<file path="config.mk">
export PLATFORM = sky130hd
export DESIGN_NAME = mmio_bridge_flat
export DESIGN_NICKNAME = d
export VERILOG_FILES = /design/src/rtl/mmio_bridge_if.sv /design/src/rtl/mmio_bridge.sv /design/src/flat_wrapper.sv
export SDC_FILE = /design/constraint.sdc
export NUM_CORES = 1
export LEC_CHECK = 0
export ABC_AREA = 1
export ABC_CLOCK_PERIOD_IN_PS = 1700
export CAP_MARGIN = 15
export CORE_UTILIZATION = 50
export DETAILED_ROUTE_END_ITERATION = 16
export DONT_BUFFER_PORTS = 1
export PLACE_DENSITY_LB_ADDON = 0.2
export SYNTH_ARGS = -nofsm -noshare
export SYNTH_HDL_FRONTEND = slang
export SYNTH_SLANG_ARGS = --single-unit
</file>
<file path="constraint.sdc">
create_clock -name clk -period 1.7 [get_ports clk]
set_input_delay 0.34 -clock clk [delete_from_list [all_inputs] [get_ports clk]]
set_output_delay 0.34 -clock clk [all_outputs]
set_load 0.01 [all_outputs]
</file>
<file path="src/rtl/mmio_bridge_if.sv">
// CPU data-port and device-channel signal bundle for mmio_bridge.
// The bridge takes the slave view; the CPU/device environment takes the master view.
interface mmio_bridge_if #(
  parameter int NUM_DEV = 2
);
  logic                   cpu_req;
  logic [31:0]            cpu_addr;
  logic [31:0]            cpu_wdata;
  logic [3:0]             cpu_we;
  logic [31:0]            cpu_rdata;
  logic                   cpu_stall;
  logic                   cpu_err;
  logic [NUM_DEV-1:0]     dev_req;
  logic [31:0]            dev_addr;
  logic [31:0]            dev_wdata;
  logic [3:0]             dev_we;
  logic [NUM_DEV-1:0]     dev_ready;
  logic [NUM_DEV*32-1:0]  dev_rdata;
  logic [NUM_DEV-1:0]     dev_irq;
  logic [NUM_DEV-1:0]     irq_out;

  // CPU side: cpu_req is held with addr/data/we stable while cpu_stall is high;
  // the access completes in the cycle where cpu_req=1 and cpu_stall=0.
  // Device side: dev_req[i] stays high until the cycle dev_ready[i]=1 is seen.
  modport slave (
    input  cpu_req, cpu_addr, cpu_wdata, cpu_we, dev_ready, dev_rdata, dev_irq,
    output cpu_rdata, cpu_stall, cpu_err, dev_req, dev_addr, dev_wdata, dev_we, irq_out
  );

  modport master (
    output cpu_req, cpu_addr, cpu_wdata, cpu_we, dev_ready, dev_rdata, dev_irq,
    input  cpu_rdata, cpu_stall, cpu_err, dev_req, dev_addr, dev_wdata, dev_we, irq_out
  );
endinterface

</file>
<file path="src/rtl/mmio_bridge.sv">
// Memory-mapped I/O bridge: decodes CPU accesses onto NUM_DEV device windows.
// Optional access timeout enabled by defining MMIO_BRIDGE_TIMEOUT_EN.
module mmio_bridge #(
  parameter int          NUM_DEV  = 2,
  parameter logic [31:0] DEV_BASE = 32'h0000_7F00,
  parameter int          DEV_SPAN = 16,
  parameter int          TIMEOUT  = 255
) (
  input  logic           clk,
  input  logic           reset,
  mmio_bridge_if.slave   bus,
  output logic [1:0]     state_o
);

  typedef enum logic [1:0] {
    IDLE   = 2'd0,
    ACCESS = 2'd1,
    DONE   = 2'd2
  } state_e;

  state_e             state_q, state_d;
  logic [NUM_DEV-1:0] sel_q, sel_d;
  logic [NUM_DEV-1:0] irq_q, irq_d;
  logic [NUM_DEV-1:0] hit_vec;
  logic [31:0]        dev_addr_q, dev_addr_d;
  logic [31:0]        dev_wdata_q, dev_wdata_d;
  logic [3:0]         dev_we_q, dev_we_d;
  logic [31:0]        rdata_q, rdata_d;
  logic               err_q, err_d;
  logic [31:0]        addr_w, off_w, base_v, rd_sel;
  logic               miss, accept, ready_sel, timeout_w;

  // Window decode on the word-aligned address; 33-bit compare avoids wrap at the top of memory.
  always_comb begin
    addr_w  = bus.cpu_addr & ~32'd3;
    hit_vec = '0;
    off_w   = '0;
    base_v  = '0;
    for (int i = 0; i < NUM_DEV; i++) begin
      base_v = DEV_BASE + 32'(i * DEV_SPAN);
      if (({1'b0, addr_w} >= {1'b0, base_v}) &&
          ({1'b0, addr_w} <  ({1'b0, base_v} + 33'(DEV_SPAN)))) begin
        hit_vec[i] = 1'b1;
        off_w      = addr_w - base_v;
      end
    end
  end

  assign miss   = ~|hit_vec;
  assign accept = (state_q == IDLE) && bus.cpu_req;

  always_comb begin
    rd_sel = '0;
    for (int i = 0; i < NUM_DEV; i++) begin
      if (sel_q[i]) rd_sel = bus.dev_rdata[32*i +: 32];
    end
  end

  assign ready_sel = |(bus.dev_ready & sel_q);

`ifdef MMIO_BRIDGE_TIMEOUT_EN
  logic [15:0] cnt_q, cnt_d;

  // Ready in the timeout cycle still completes normally (ready_sel is checked first).
  assign timeout_w = (state_q == ACCESS) && !ready_sel && (cnt_q == 16'(TIMEOUT - 1));

  always_comb begin
    cnt_d = cnt_q;
    if (state_q == IDLE) cnt_d = '0;
    else if ((state_q == ACCESS) && !ready_sel) cnt_d = cnt_q + 16'd1;
  end

  always_ff @(posedge clk or negedge reset) begin
    if (!reset) cnt_q <= '0;
    else        cnt_q <= cnt_d;
  end
`else
  logic unused_timeout;
  assign timeout_w      = 1'b0;
  assign unused_timeout = (TIMEOUT == 0);
`endif

  always_ff @(posedge clk or negedge reset) begin
    if (!reset) state_q <= IDLE;
    else        state_q <= state_d;
  end

  always_comb begin
    state_d = state_q;
    case (state_q)
      IDLE:    if (bus.cpu_req) state_d = miss ? DONE : ACCESS;
      ACCESS:  if (ready_sel || timeout_w) state_d = DONE;
      DONE:    state_d = IDLE;
      default: state_d = IDLE;
    endcase
  end

  always_comb begin
    bus.dev_req   = (state_q == ACCESS) ? sel_q : '0;
    bus.cpu_stall = bus.cpu_req && (state_q != DONE);
    state_o       = state_q;
  end

  always_comb begin
    sel_d       = sel_q;
    dev_addr_d  = dev_addr_q;
    dev_wdata_d = dev_wdata_q;
    dev_we_d    = dev_we_q;
    rdata_d     = rdata_q;
    err_d       = err_q;
    irq_d       = bus.dev_irq;
    if (accept && !miss) begin
      sel_d       = hit_vec;
      dev_addr_d  = off_w;
      dev_wdata_d = bus.cpu_wdata;
      dev_we_d    = bus.cpu_we;
    end
    if (accept && miss) begin
      rdata_d = '0;
      err_d   = 1'b1;
    end
    if (state_q == ACCESS) begin
      if (ready_sel) begin
        rdata_d = (dev_we_q == 4'd0) ? rd_sel : 32'd0;
      end else if (timeout_w) begin
        rdata_d = 32'hDEAD_BEEF;
        err_d   = 1'b1;
      end
    end
  end

  always_ff @(posedge clk or negedge reset) begin
    if (!reset) begin
      sel_q       <= '0;
      dev_addr_q  <= '0;
      dev_wdata_q <= '0;
      dev_we_q    <= '0;
      rdata_q     <= '0;
      err_q       <= 1'b0;
      irq_q       <= '0;
    end else begin
      sel_q       <= sel_d;
      dev_addr_q  <= dev_addr_d;
      dev_wdata_q <= dev_wdata_d;
      dev_we_q    <= dev_we_d;
      rdata_q     <= rdata_d;
      err_q       <= err_d;
      irq_q       <= irq_d;
    end
  end

  assign bus.cpu_rdata = rdata_q;
  assign bus.cpu_err   = err_q;
  assign bus.dev_addr  = dev_addr_q;
  assign bus.dev_wdata = dev_wdata_q;
  assign bus.dev_we    = dev_we_q;
  assign bus.irq_out   = irq_q;

endmodule

</file>
<file path="src/flat_wrapper.sv">
// flat-port wrapper written by rule: the top's interface ports become plain ports
module mmio_bridge_flat 
#(
  parameter int          NUM_DEV  = 2,
  parameter logic [31:0] DEV_BASE = 32'h0000_7F00,
  parameter int          DEV_SPAN = 16,
  parameter int          TIMEOUT  = 255
)
  (clk, reset, state_o, bus_cpu_req, bus_cpu_addr, bus_cpu_wdata, bus_cpu_we, bus_dev_ready, bus_dev_rdata, bus_dev_irq, bus_cpu_rdata, bus_cpu_stall, bus_cpu_err, bus_dev_req, bus_dev_addr, bus_dev_wdata, bus_dev_we, bus_irq_out);
  mmio_bridge_if #(.NUM_DEV(NUM_DEV)) bus_i ();
  input  logic clk;
  input  logic reset;
  output logic [1:0] state_o;
  input wire logic [$bits(bus_i.cpu_req)-1:0] bus_cpu_req;
  input wire logic [$bits(bus_i.cpu_addr)-1:0] bus_cpu_addr;
  input wire logic [$bits(bus_i.cpu_wdata)-1:0] bus_cpu_wdata;
  input wire logic [$bits(bus_i.cpu_we)-1:0] bus_cpu_we;
  input wire logic [$bits(bus_i.dev_ready)-1:0] bus_dev_ready;
  input wire logic [$bits(bus_i.dev_rdata)-1:0] bus_dev_rdata;
  input wire logic [$bits(bus_i.dev_irq)-1:0] bus_dev_irq;
  output wire logic [$bits(bus_i.cpu_rdata)-1:0] bus_cpu_rdata;
  output wire logic [$bits(bus_i.cpu_stall)-1:0] bus_cpu_stall;
  output wire logic [$bits(bus_i.cpu_err)-1:0] bus_cpu_err;
  output wire logic [$bits(bus_i.dev_req)-1:0] bus_dev_req;
  output wire logic [$bits(bus_i.dev_addr)-1:0] bus_dev_addr;
  output wire logic [$bits(bus_i.dev_wdata)-1:0] bus_dev_wdata;
  output wire logic [$bits(bus_i.dev_we)-1:0] bus_dev_we;
  output wire logic [$bits(bus_i.irq_out)-1:0] bus_irq_out;
  assign bus_i.cpu_req = bus_cpu_req;
  assign bus_i.cpu_addr = bus_cpu_addr;
  assign bus_i.cpu_wdata = bus_cpu_wdata;
  assign bus_i.cpu_we = bus_cpu_we;
  assign bus_i.dev_ready = bus_dev_ready;
  assign bus_i.dev_rdata = bus_dev_rdata;
  assign bus_i.dev_irq = bus_dev_irq;
  assign bus_cpu_rdata = bus_i.cpu_rdata;
  assign bus_cpu_stall = bus_i.cpu_stall;
  assign bus_cpu_err = bus_i.cpu_err;
  assign bus_dev_req = bus_i.dev_req;
  assign bus_dev_addr = bus_i.dev_addr;
  assign bus_dev_wdata = bus_i.dev_wdata;
  assign bus_dev_we = bus_i.dev_we;
  assign bus_irq_out = bus_i.irq_out;
  mmio_bridge #(.NUM_DEV(NUM_DEV), .DEV_BASE(DEV_BASE), .DEV_SPAN(DEV_SPAN), .TIMEOUT(TIMEOUT)) u_core (.clk(clk), .reset(reset), .bus(bus_i), .state_o(state_o));
endmodule
</file>
# --- Word level (Yosys, flattened, before mapping) ---
# Index checks and enable logic that the tools add are counted.
word_totals:
  out_inout_bits: 108
  regBits: 107
  inputBits: 139
  elab_cells: 46
op_classes:
  n_reduce_logical: 12
  muxes: 15
  order_cmp: 4
  eq_ne: 4
  add_sub_neg: 2
  bitwise_logic: 1
op_table:
  columns: ["op", "count"]
  rows:
  - ["$mux W32", 8]
  - ["$ge A32 B15 Y1 const B", 2]
  - ["$lt A32 B15 Y1 const B", 2]
  - ["$sub A32 B15 Y32 const B", 2]
  - ["$mux W2", 4]
  - ["$logic_and A1 B1 Y1", 6]
  - ["$logic_not A4 Y1", 1]
  - ["$ne A2 B2 Y1 const B", 2]
  - ["$pmux W2 S2", 1]
  - ["$reduce_or A2 Y1", 2]
  - ["$and A2 B2 Y2", 1]
  - ["$eq A2 B1 Y1 const B", 1]
  - ["$logic_not A2 Y1", 1]
  - ["$mux W1", 2]
  - ["$ne A2 B1 Y1 const B", 1]
  - ["$reduce_and A2 Y1", 1]
  - ["$logic_not A1 Y1", 1]

# --- Logic depth before layout (Yosys ltp) ---
# Gate-level depths: netlist of the first run.
logic_depth:
  word_depth: 9
  depth_mapped: 14
  depth_no_buf: 13

# --- Worst setup path before layout of the first run ---
# OpenSTA, ideal clock, no wires.
synth_path:
  path_kind: "input to register"
  startpoint: "input port bus_cpu_addr[4]"
  endpoint: "register u_core.dev_addr_q[12] (netlist: u_core.bus.dev_addr[12])"
  t_required_ns: 1.582
  path_buffers: 1
  slack_ns: -0.036
  arrival_time_ns: 1.619
  setup_time_ns: 0.118
  path_stages: 14
  cell_sequence: "inv_1 > ha_1 > nand2_1 > nand3_1 > nand2_1 > nor2_4 > nand2_2 > nand2_4 > nand2_2 > nand2_4 > inv_4 > nand2_2 > buf_6 > nand2_1"
synth_between:
  elab_chain_cells: 5
  elab_cells_between_ends: 14
  cone_classes: "add/sub: 2; order compare: 4; mux: 4; reduce/logical: 4"
synth_rtl:
  columns: ["element", "line", "text"]
  rows:
  - ["start: declaration", "flat_wrapper.sv:15", "input wire logic [$bits(bus_i.cpu_addr)-1:0] bus_cpu_addr;"]
  - ["$ge A32 B15 Y1 / $lt A32 B15 Y1 (equally long branches)", "mmio_bridge.sv:41, mmio_bridge.sv:42", null]
  - ["$logic_and A1 B1 Y1", "mmio_bridge.sv:41", "if (({1'b0, addr_w} >= {1'b0, base_v}) &&"]
  - ["$mux W1", "mmio_bridge.sv:41", null]
  - ["$reduce_or A2 Y1", "mmio_bridge.sv:49", "assign miss = ~|hit_vec;"]
  - ["$logic_and A1 B1 Y1", "mmio_bridge.sv:112", "if (accept && !miss) begin"]
  - ["end signal: assignment", "mmio_bridge.sv:143", "dev_addr_q <= dev_addr_d;"]
  - ["end: declaration", "mmio_bridge.sv:25", "logic [31:0] dev_addr_q, dev_addr_d;"]
# Parallel ways exist; a longest one is shown, timed or not.
# A chain may end at the register's enable or synchronous reset.

# --- Worst setup path in the final report of the first run ---
layout_path:
  startpoint: "register u_core.state_q[1] (netlist: u_core.state_o[1])"
  endpoint: "output port bus_cpu_stall"
layout_between:
  elab_chain_cells: 2
layout_rtl:
  columns: ["element", "line", "text"]
  rows:
  - ["start: declaration", "mmio_bridge.sv:21", "state_e state_q, state_d;"]
  - ["start signal: assignment", "mmio_bridge.sv:85", "else state_q <= state_d;"]
  - ["$ne A2 B2 Y1", "mmio_bridge.sv:100", "bus.cpu_stall = bus.cpu_req && (state_q != DONE);"]
  - ["$logic_and A1 B1 Y1", "mmio_bridge.sv:100", null]
  - ["end: declaration", "flat_wrapper.sv:22", "output wire logic [$bits(bus_i.cpu_stall)-1:0] bus_cpu_stall;"]
# Every way passes these cells.

==> results of run 1 <==
==> power breakdown <==
| part | total [mW] | switching, mW | internal [mW] |
|---|---|---|---|
| clock network | 1.74 | 0.891 | 0.846 |
| registers | 2.51 | 0.00538 | 2.50 |
| logic | 0.194 | 0.108 | 0.0854 |
| total | 4.44 | 1.01 | 3.43 |
==> cell usage after synthesis (3+ instances only) <==
cell | count | area (um2)
nand4_1 | 3 | 18.77
nand2_1 | 361 | 1355
inv_1 | 44 | 165.2
nor2_1 | 35 | 131.4
nor2_2 | 3 | 18.77
buf_4 | 8 | 60.06
clkbuf_1 | 14 | 52.55
xnor2_1 | 3 | 26.28
nand2_2 | 4 | 25.02
buf_2 | 5 | 25.02
nand3_1 | 81 | 405.4
ha_1 | 3 | 37.54
dfrtp_1 | 105 | 2628
buf_6 | 5 | 56.30
o21ai_0 | 5 | 25.02
==> path summary, 6_finish.rpt <==
kind / from / endpoint / slack (ns)
setup / recovery: u_core.state_o[1]$_DFFE_PN0P_ / bus_cpu_stall / 0.11
hold / removal: reset / u_core.bus.dev_wdata[16]$_DFFE_PN0P_ / -0.34
setup reg to reg: u_core.bus.dev_we[1]$_DFFE_PN0P_ / u_core.bus.cpu_rdata[31]$_DFF_PN0_ / 0.13
hold reg to reg: u_core.bus.dev_addr[7]$_DFFE_PN0P_ / u_core.bus.dev_addr[7]$_DFFE_PN0P_ / 0.55
max in group asynchronous: reset / u_core.bus.cpu_rdata[27]$_DFF_PN0_ / 1.92
min in group clk: bus_cpu_wdata[23] / u_core.bus.dev_wdata[23]$_DFFE_PN0P_ / 0.08
==> final cells by class <==
cell class	instances	share of cell area
Multi-Input combinational cell	517	0.3820
Clock buffer	9	0.02126
Tap cell	133	0.02856
Sequential cell	105	0.4509
Clock inverter	7	0.01739
Timing Repair Buffer	47	0.06785
Inverter	48	0.03199
==> metal layers <==
metal | vias to the layer above | part of all wire
li1 | 2197 | -
met1 | 2011 | 0.42
met2 | 185 | 0.47
met3 | 24 | 0.083
met4 | 0 | 0.023
met5 | - | 0
==> what timing repair did <==
| item | CTS | global route |
|---|---|---|
| gates resized for setup | 1 | 4 |
| pin swaps | 0 | 1 |
| cloned | 0 | 0 |
| endpoints found under the hold margin | 107 | 105 |
| setup buffers | 1 | 3 |
| setup endpoints to repair | 2 | 88 |
==> cells by family (layout without fill, tap and decap cells) <==
kind of cell             count (synthesis)  after routing  share of synthesized area
XOR/XNOR                                 5              5                   0.008429
AND/OR/NAND/NOR                        495            495                     0.3903
flip-flops                             105            105                     0.5057
buffers and inverters                   81            111                    0.07320
AO/OA/AOI/OAI                           12             12                    0.01445
other                                    1              2                  0.0007217
adder cells (fa/ha/maj)                  3              3                   0.007224
==> flip-flops by register name, summed over array words and instances (netlist names) <==
signal / flops
u_core.bus.cpu_err: 1
u_core.bus.cpu_rdata: 32
u_core.bus.dev_addr: 30
u_core.bus.dev_wdata: 32
u_core.bus.dev_we: 4
u_core.bus.irq_out: 2
u_core.sel_q: 2
u_core.state_o: 2
==> run metrics, run 1 <==
status=finished, violations left; failing checks=negative hold slack; total number of vias=4417; crit path DAT=1.25 ns; CP Launch Type=register; first drt pass iteration count=4; Die Ht=103.9 um; busiest grt layer=met2; clock slew at reported path FFs=0.11 ns; unrepaired setup endpoints after global routing=false; Yosys cell types=33; DP Worst Slack=-0.1442 ns; H-tree Lvls=3; TritonCTS Sinks=105; DRT antenna net count=0; cells after synthesis=702; R2R depth=5; maximum vdd drop=0.3816 mV; Final Hold Viols=105; NumNets Final=870; Final Slew Violations=0; vias in the first global route=4184; worst-path cell chain=a21boi_0; DR WL/cell=14.46 um; core footprint=0.009910 mm2; Setup TNS=0 ns; DRC Markers=0; filler instances=931; Layout area overhead=12.14%; Syn Area/Cell=7.402 um2; fin cells=866; met1 usage=0.2978; fmax=630.2 MHz; Slowest-stage cell, CP=dfrtp_1; Detailed Route WL=12.52 mm; final instance area=0.005827 mm2; final worst setup slack=0.1132 ns; largest net degree at the start of global routing=106; Post-DP Area=0.005538 mm2; Fin Hold WS=-0.3419 ns; CTS tree=built; first-pass GRT wire length=20.63 mm; routing usage on met2=0.3881; Power Total=4.436 mW; CTS buffer count=9; routability congestion estimate=0.9062; slowest stage delay, CP=0.46 ns; WP depth=1; most frequent cells in the layout=358 x nand2_1, 105 x dfrtp_1, 80 x nand3_1, 42 x buf_4, 41 x inv_1; post-synthesis sequential area ratio=0.5057; Final Setup Violations=0; Iter 0 DRT Violations=300; Post-synth EDFFs=0; fin util=0.5880; fin crit period=1.587 ns; gr ovfl total=0; starting density of the core=0.5244; met3 Use GR=0.06830; antenna violations before repair=0; GRT Total Usage=0.2385; Worst Path Required=1.36 ns; drt via density=5.100; Synth Cell Area=0.005196 mm2; fin crit share=0.9334; YS warnings=0; Clk Latency, worst-skew pair=0.36 ns; Largest delay share family, worst path=flip-flops; CTS root buf=clkbuf_8; CP Class=register to output pin; commonest non-fill, non-tap cell in the layout=nand2_1; layout cells sized above 1=0.1214; placed cells=844; PortBufs=0; sequential cell area=0.002628 mm2; dpl hpwl=9.335 mm; Antenna Cells=0; Main synth FF type=dfrtp_1; maximum net fanout on the critical path=4; P per Cell Area=761.4 mW/mm2; critical path buffer and inverter count=0; async set-reset flop share out of synthesis=1.000; flops & latches, synth=105; CTS Hold Buffers Added=2; I/O pins=247; std cell rows=36; Setup crit end kind=output pin; Max Root-Sink Buffers=2; max-cap violations=0; Final Skew=0.01275 ns; Leak=3.422 nW; HP Class=input port to asynchronous set/reset pin; Die Width=103.9 um; area of the multi-input gates=0.002226 mm2; DIE AREA=0.01080 mm2
Note: power is estimated with default switching activity, not from simulation.
==> inputs of run 2 (changes only) <==
Settings changed: REMOVE_ABC_BUFFERS from default to 1.
==> run 2 against run 1 <==
The run still ends with negative hold slack left; first-iteration DRC count shrank 17%; sequential share of layout area up 0.12 points; worst hold slack gained 0.0077 ns; non-clock buffer count unchanged; power shrank 6.0%; final cell count did not move; design area fell by 0.21%; critical path type unchanged; highest routed layer unchanged.
==> run metrics, run 2 (same netlist as run 1, synthesis figures left out) <==
status=finished, violations left (unchanged); failing checks=negative hold slack (unchanged); CTS root buf=clkbuf_8 (unchanged); Fin Hold WS=-0.3341 ns (was -0.3419 ns); DR WL/cell=14.78 um (was 14.46 um); largest net degree at the start of global routing=106 (unchanged); fin crit share=0.9254 (was 0.9334); std cell rows=36 (unchanged); drt via density=5.167 (was 5.100); DRC Markers=0 (unchanged); layout cells sized above 1=0.1064 (was 0.1214); RR Endpoint=u_core.bus.cpu_rdata[30]$_DFF_PN0_ (was u_core.bus.cpu_rdata[31]$_DFF_PN0_); clock slew at reported path FFs=0.10 ns (was 0.11 ns); Max Root-Sink Buffers=2 (unchanged); GRT Total Usage=0.2332 (was 0.2385); TritonCTS Sinks=105 (unchanged); Die Ht=103.9 um (unchanged); crit path DAT=1.23 ns (was 1.25 ns); gr ovfl total=0 (unchanged); Detailed Route WL=12.80 mm (was 12.52 mm); max-cap violations=0 (unchanged); first-pass GRT wire length=19.99 mm (was 20.63 mm); fmax=635.7 MHz (was 630.2 MHz); worst r2r src=u_core.bus.dev_we[0]$_DFFE_PN0P_ (was u_core.bus.dev_we[1]$_DFFE_PN0P_); antenna violations before repair=0 (unchanged); unrepaired setup endpoints after global routing=false (unchanged); H-tree Lvls=3 (unchanged); Antenna Cells=0 (unchanged); DRT antenna net count=0 (unchanged); maximum net fanout on the critical path=17 (was 4); total number of vias=4475 (was 4417); fin cells=866 (unchanged); P per Cell Area=717.3 mW/mm2 (was 761.4 mW/mm2); Die Width=103.9 um (unchanged); Iter 0 DRT Violations=249 (was 300); Setup crit end kind=output pin (unchanged); Final Hold Viols=105 (unchanged); HP Class=input port to asynchronous set/reset pin (unchanged); first drt pass iteration count=5 (was 4); Worst Path Required=1.36 ns (about the same); most frequent cells in the layout=361 x nand2_1, 104 x dfrtp_1, 81 x nand3_1, 44 x inv_1, 38 x buf_4 (was 358 x nand2_1, 105 x dfrtp_1, 80 x nand3_1, 42 x buf_4, 41 x inv_1); I/O pins=247 (unchanged); CTS tree=built (unchanged); CP Launch Type=register (unchanged); DIE AREA=0.01080 mm2 (unchanged); CP Class=register to output pin (unchanged); Leak=3.425 nW (was 3.422 nW); placed cells=844 (unchanged); commonest non-fill, non-tap cell in the layout=nand2_1 (unchanged); routability congestion estimate=0.8723 (was 0.9062); starting density of the core=0.5244 (unchanged); fin crit period=1.573 ns (was 1.587 ns); r2r setup slk=0.14 ns (was 0.13 ns); NumNets Final=870 (unchanged); Final Skew=0.01460 ns (was 0.01275 ns); maximum vdd drop=0.3923 mV (was 0.3816 mV); dpl hpwl=9.485 mm (was 9.335 mm); Clk Latency, worst-skew pair=0.37 ns (was 0.36 ns); PortBufs=0 (unchanged); CTS buffer count=9 (unchanged); R2R depth=5 (unchanged); fin util=0.5867 (was 0.5880); CTS Hold Buffers Added=2 (unchanged); Final Setup Violations=0 (unchanged); core footprint=0.009910 mm2 (unchanged); Layout area overhead=11.90% (was 12.14%); vias in the first global route=4082 (was 4184); Final Slew Violations=0 (unchanged)
[run 2: area by class of cell]
type / count / area (um2)
Multi-Input combinational cell: 517 / 2200
Fill cell: 901 / 4095
Clock buffer: 11 / 141.4
Clock inverter: 5 / 45.04
Sequential cell: 105 / 2629
Timing Repair Buffer: 47 / 450.4
Inverter: 48 / 182.7
Tap cell: 133 / 166.4
[run 2: metrics by stage]
stage          setup WS [ns]  total power, mW  area, um2  setup TNS, ns  hold slack (ns)
2_1_floorplan         -1.809            2.676       5002         -81.97          0.04441
3_3_place_gp         -0.1283            2.729       5544         -8.615          0.04639
3_5_place_dp         -0.1957            2.731       5544         -11.88          0.04659
4_1_cts              0.02452            4.211       5763              0          -0.3716
5_1_grt              0.01289            4.339       5814              0          -0.3784
6_report              0.1268            4.171       5814              0          -0.3341
[run 2: how the worst max path moves through the flow]
| stage | start | endpoint | slack, ns | depth (start not counted) |
|---|---|---|---|---|
| 2_1_floorplan | u_core.sel_q[0]$_DFFE_PN0P_ | u_core.bus.cpu_rdata[0]$_DFF_PN0_ | -1.81 | 5 |
| 6_report | u_core.sel_q[1]$_DFFE_PN0P_ | bus_dev_req[1] | 0.13 | 4 |
| 5_1_grt | u_core.state_o[0]$_DFFE_PN0P_ | bus_dev_req[1] | 0.01 | 5 |
| 3_3_place_gp | bus_cpu_addr[5] | u_core.bus.dev_wdata[12]$_DFFE_PN0P_ | -0.13 | 14 |
| 4_1_cts | u_core.sel_q[1]$_DFFE_PN0P_ | bus_dev_req[1] | 0.02 | 4 |
| 3_5_place_dp | bus_cpu_addr[5] | u_core.bus.dev_addr[22]$_DFFE_PN0P_ | -0.20 | 13 |
[run 2: timing repair]
action	in CTS	in global routing
setup buffers	0	3
endpoints found under the setup margin	1	2
gates resized for setup	3	2
endpoints found under the hold margin	107	105
gates cloned	0	1
[run 2: worst max-delay path, cell delays in order (launching register included)]
cell and delay, ns:
dfrtp_2 0.41, buf_12 0.15, clkinv_1 0.08, nor2_1 0.10, buf_4 0.13
[run 2: metal layers]
metal / routed length [um] / global-route usage / vias to the layer above / part of all wire
met4: 351 / 0.1122 / 0 / 0.027
met1: 4950 / 0.2696 / 2036 / 0.39
met2: 6264 / 0.3886 / 207 / 0.49
met3: 1236 / 0.07832 / 26 / 0.097
li1: - / - / 2206 / -
met5: 0 / 0 / - / 0
[run 2: report_power, final]
group | switching [mW] | leakage (nW) | internal [mW]
registers | 0.00444 | 1.42 | 2.50
logic | 0.102 | 1.91 | 0.0793
clock network | 0.887 | 0.0925 | 0.598
total | 0.993 | 3.42 | 3.18
==> inputs of run 3 (changes only) <==
Settings changed: HOLD_SLACK_MARGIN from default to 0.03, PLACE_DENSITY_LB_ADDON 0.2 to 0.05, SLEW_MARGIN from default to 15.
==> run 3 against run 2 <==
The run still ends with negative hold slack left; setup slack worse by 0.045 ns; maximum frequency fell by 2.8%; clock-buffer cell count shrank 2; combinational power rose by 8%; routed wire length grew 2.2%; non-clock buffer count unchanged; sequential share of layout area fell by 0.12 points; design area increased by 0.22%; critical path type unchanged; critical endpoint unchanged.
==> run metrics, run 3 (same netlist as run 1, synthesis figures left out) <==
CTS root buf=clkbuf_8 (unchanged); status=finished, violations left (unchanged); Max Root-Sink Buffers=2 (unchanged); Power Total=4.441 mW (was 4.171 mW); Layout area overhead=12.14% (was 11.90%); CP Class=register to output pin (unchanged); total number of vias=4379 (was 4475); DP Worst Slack=-0.1856 ns (was -0.1957 ns); Post-DP Area=0.005532 mm2 (was 0.005544 mm2); TritonCTS Sinks=105 (unchanged); failing checks=negative hold slack (unchanged); CTS buffer count=9 (unchanged); GRT Total Usage=0.2478 (was 0.2332); DIE AREA=0.01080 mm2 (unchanged); PortBufs=0 (unchanged); core footprint=0.009910 mm2 (unchanged); starting density of the core=0.5244 (unchanged); routability congestion estimate=0.9240 (was 0.8723); DRC Markers=0 (unchanged); clock slew at reported path FFs=0.10 ns (about the same); fin util=0.5880 (was 0.5867); Final Setup Violations=0 (unchanged); CP Launch Type=register (unchanged); DRT antenna net count=0 (unchanged); Die Ht=103.9 um (unchanged); H-tree Lvls=3 (unchanged); unrepaired setup endpoints after global routing=true (was false); fin crit period=1.618 ns (was 1.573 ns); layout cells sized above 1=0.1105 (was 0.1064); CTS Hold Buffers Added=2 (unchanged); final instance area=0.005827 mm2 (was 0.005814 mm2); std cell rows=36 (unchanged); HP Class=input port to asynchronous set/reset pin (unchanged); crit path DAT=1.28 ns (was 1.23 ns); largest net degree at the start of global routing=106 (unchanged); first drt pass iteration count=4 (was 5); NumNets Final=870 (unchanged); Final Hold Viols=105 (unchanged); I/O pins=247 (unchanged); final worst setup slack=0.08173 ns (was 0.1268 ns); commonest non-fill, non-tap cell in the layout=nand2_1 (unchanged); Antenna Cells=0 (unchanged); antenna violations before repair=0 (unchanged); vias in the first global route=4218 (was 4082); DR WL/cell=15.11 um (was 14.78 um); max-cap violations=0 (unchanged); P per Cell Area=762.1 mW/mm2 (was 717.3 mW/mm2); Detailed Route WL=13.09 mm (was 12.80 mm); Clk Latency, worst-skew pair=0.37 ns (about the same); maximum net fanout on the critical path=3 (was 17); CTS tree=built (unchanged); drt via density=5.057 (was 5.167); Leak=3.424 nW (was 3.425 nW); fin crit share=0.9519 (was 0.9254); Iter 0 DRT Violations=304 (was 249); Setup crit end kind=output pin (unchanged); Fin Hold WS=-0.3459 ns (was -0.3341 ns); dpl hpwl=9.572 mm (was 9.485 mm); Die Width=103.9 um (unchanged); maximum vdd drop=0.4685 mV (was 0.3923 mV); Final Skew=0.007100 ns (was 0.01460 ns); Worst Path Required=1.36 ns (about the same); gr ovfl total=0 (unchanged); fmax=617.9 MHz (was 635.7 MHz); Final Slew Violations=0 (unchanged); first-pass GRT wire length=21.28 mm (was 19.99 mm); most frequent cells in the layout=361 x nand2_1, 105 x dfrtp_1, 81 x nand3_1, 44 x inv_1, 40 x buf_4 (was 361 x nand2_1, 104 x dfrtp_1, 81 x nand3_1, 44 x inv_1, 38 x buf_4)
run 3: report_power, final:
part,internal [mW],switching [mW]
Clock,0.845,0.896
Sequential,2.50,0.00386
Combinational,0.0862,0.110
Total,3.43,1.01
run 3: repair_timing:
action	CTS	global route
endpoints found under the hold margin	107	105
resized for setup	0	7
setup endpoints to repair	2	72
setup buffers	1	3
pin swaps	0	1
run 3: metal layers:
| layer | track usage | vias to the layer above | wire length (um) |
|---|---|---|---|
| met3 | 0.08521 | 15 | 1298 |
| met4 | 0.07755 | 0 | 161 |
| li1 | - | 2195 | - |
| met5 | 0 | - | 0 |
| met2 | 0.4038 | 190 | 6285 |
| met1 | 0.3099 | 1979 | 5340 |
run 3: path summary, 6_finish.rpt:
kind                            cells after the start                             endpoint                                 from  slack, ns
worst max-delay path                                4                       bus_dev_req[1]        u_core.state_o[1]$_DFFE_PN0P_       0.08
worst min-delay path                                0   u_core.bus.dev_addr[6]$_DFFE_PN0P_                                reset      -0.35
worst max register to register                      5   u_core.bus.cpu_rdata[23]$_DFF_PN0_     u_core.bus.dev_we[1]$_DFFE_PN0P_       0.12
worst min register to register                      2  u_core.bus.dev_wdata[8]$_DFFE_PN0P_  u_core.bus.dev_wdata[8]$_DFFE_PN0P_       0.56
max in group asynchronous                           0   u_core.bus.cpu_rdata[24]$_DFF_PN0_                                reset       1.89
min in group clk                                    2  u_core.bus.dev_wdata[3]$_DFFE_PN0P_                     bus_cpu_wdata[3]       0.07
run 3: worst max-delay path, cell delays in order, from the launching register on:
cell and delay [ns]:
dfrtp_1 0.42, nor2_2 0.13, inv_1 0.10, nor2_4 0.14, buf_6 0.12
run 3: stage by stage:
step | cells | hold WS, ns | setup TNS [ns]
3_3_place_gp | 844 | 0.04634 | -7.988
6_report | 866 | -0.3459 | 0
2_1_floorplan | 670 | 0.04441 | -81.97
5_1_grt | 866 | -0.3762 | -0.01600
4_1_cts | 863 | -0.3658 | 0
3_5_place_dp | 844 | 0.04644 | -12.01
run 3: layout make-up:
| type | count | area (um2) |
|---|---|---|
| clock buffers | 9 | 123.9 |
| clock inverters | 7 | 101.3 |
| fillers | 940 | 4083 |
| inverters | 48 | 186.4 |
| multi-input cells | 517 | 2210 |
| flip-flops and latches | 105 | 2628 |
| well taps | 133 | 166.4 |
| repair buffers | 47 | 411.6 |
==> patch: new RTL, flow settings as in run 2 <==
`NUM_DEV` is set to 2 in 3 places; all go to 1.
--- a/src/rtl/mmio_bridge_if.sv
+++ b/src/rtl/mmio_bridge_if.sv
@@ -1,7 +1,7 @@
 // CPU data-port and device-channel signal bundle for mmio_bridge.
 // The bridge takes the slave view; the CPU/device environment takes the master view.
 interface mmio_bridge_if #(
-  parameter int NUM_DEV = 2
+  parameter int NUM_DEV = 1
 );
   logic                   cpu_req;
   logic [31:0]            cpu_addr;
--- a/src/rtl/mmio_bridge.sv
+++ b/src/rtl/mmio_bridge.sv
@@ -1,7 +1,7 @@
 // Memory-mapped I/O bridge: decodes CPU accesses onto NUM_DEV device windows.
 // Optional access timeout enabled by defining MMIO_BRIDGE_TIMEOUT_EN.
 module mmio_bridge #(
-  parameter int          NUM_DEV  = 2,
+  parameter int          NUM_DEV  = 1,
   parameter logic [31:0] DEV_BASE = 32'h0000_7F00,
   parameter int          DEV_SPAN = 16,
   parameter int          TIMEOUT  = 255
--- a/src/flat_wrapper.sv
+++ b/src/flat_wrapper.sv
@@ -1,7 +1,7 @@
 // flat-port wrapper written by rule: the top's interface ports become plain ports
 module mmio_bridge_flat 
 #(
-  parameter int          NUM_DEV  = 2,
+  parameter int          NUM_DEV  = 1,
   parameter logic [31:0] DEV_BASE = 32'h0000_7F00,
   parameter int          DEV_SPAN = 16,
   parameter int          TIMEOUT  = 255
Ports: changed (5 resized); port bits go from 247 to 211. The function was not compared with the original's and may differ.
==> patch against run 2 <==
  * Routed wire length is 30% lower
  * Area after synthesis is 15% lower
  * Worst setup slack better by 0.021 ns
  * Sequential cell count is 2 lower
  * Non-clock buffer count is 36 lower
  * Cell count is 24% lower
  * Die area is 14% lower
  * Cell area is 18% lower
  * Largest cell class unchanged
  * The flow still finishes with violations (negative hold slack)
  * Maximum frequency is 1.4% higher
Power is not compared: it rests on default switching activity, and its combinational part moved more than twofold at a synthesized area within 25%.
==> patch: results <==
[logic_synthesis]
ys_seq_area_share_pct = 58.0
synth-compound-area-share_pct = 5.66
synth_area_leaders = dfrtp_1 58%, nand2_1 16%, inv_1 9.4%
ys_types = 23
yosys-top-cells-count = 191 x nand2_1, 111 x inv_1, 103 x dfrtp_1
synth_xor_area_share_pct = 0
syn_avg_cell_area_sq_um = 8.18
synth_fa_ha_area_share_pct = 0.282

[critical_path]
critPathMaxStageDelay_ns = 0.47
crit_slowest_cell = dfrtp_1
crit_path_max_fanout = 4

[place]
dp.cells = 638
post_dp_cell_area_sq_um = 4540
finalWeightedCongestion = 0.739
place_ws_ns = 0.103
dp_hpwl_microns = 6160

[status]
status = complete, but fails checks
violations = negative hold slack

[global_route]
grt_max_degree = 104
first_global_vias = 2697
grt_antenna_before_repair = 0
grt_pass1_wl_microns = 13100
grt_use_total_pct = 19.0

[drt]
num_vias = 3037
wl_per_cell_microns = 13.6
wl_microns = 8920
firstDrtPassIters = 4
drt-initial-drc-count = 129

[clocking]
cts-resized-gates = 0
insertion_delay_ns = 0.36
htreeDepth = 3
ctsHoldBuffers = 1

[power]
peakVddDrop_mv = 0.432
pwr-share-clk_pct = 38.8

[final_layout]
final_nets = 648
final_layout_size_suffix_gt1_share_pct = 6.76

[timing]
fin_hold_ws_ns = -0.347
clock-skew-final_ns = 0.0117
hold_viol_final = 103

[hold_path]
min_path_type = in2async

[floorplan]
core_area_sq_um = 8680
patch: cell count changes in the layout (fill, tap and decap cells not counted), moves of 3 or more:
cell,delta
nor2_1,+19
nand2_2,-4
buf_4,-33
o21ai_1,+33
inv_1,+66
nand3_1,-78
xnor2_1,-3
nand2_1,-170
o21ai_2,+5
patch: per-layer routing:
| layer | global-route usage [%] | part of all wire (%) | up-vias |
|---|---|---|---|
| met2 | 29.3 | 46 | 124 |
| met4 | 9.70 | 2.8 | 0 |
| met1 | 22.9 | 42 | 1332 |
| met3 | 7.42 | 8.8 | 19 |
| met5 | 0 | 0 | - |
| li1 | - | - | 1562 |
patch: cell families after synthesis:
logic type	after synthesis
AO/OA/AOI/OAI	46
adder cells (fa/ha/maj)	1
buffers and inverters	135
flip-flops	103
other	1
AND/OR/NAND/NOR	257
patch: final timing paths:
| path | start | to | slack (ns) | cells after the start |
|---|---|---|---|---|
| max in group asynchronous | reset | u_core.bus.cpu_rdata[11] | 1.82 | 0 |
| worst min-delay path | reset | u_core.bus.dev_wdata[30] | -0.35 | 0 |
| min in group clk | bus_cpu_addr[8] | u_core.bus.dev_addr[8] | 0.06 | 1 |
| worst max register to register | u_core.state_o[1] | u_core.bus.dev_we[0] | 0.24 | 7 |
| worst max-delay path | u_core.state_o[1] | bus_dev_req | 0.15 | 3 |
| worst min register to register | u_core.sel_q | u_core.sel_q | 0.52 | 2 |
patch: final cells by class:
cell class	count	area, sq um
flip-flops and latches	103	2580
fillers	844	3910
clock inverters	7	87.6
well taps	108	135
repair buffers	11	148
clock buffers	9	124
inverters	111	417
multi-input cells	306	1280
patch: worst max-delay path: cells and delay by family, from the launching register on:
| family | cells | cell delay (ns) |
|---|---|---|
| DFF | 1 | 0.47 |
| and+or+nand+nor | 2 | 0.28 |
| buffers and inverters | 1 | 0.10 |
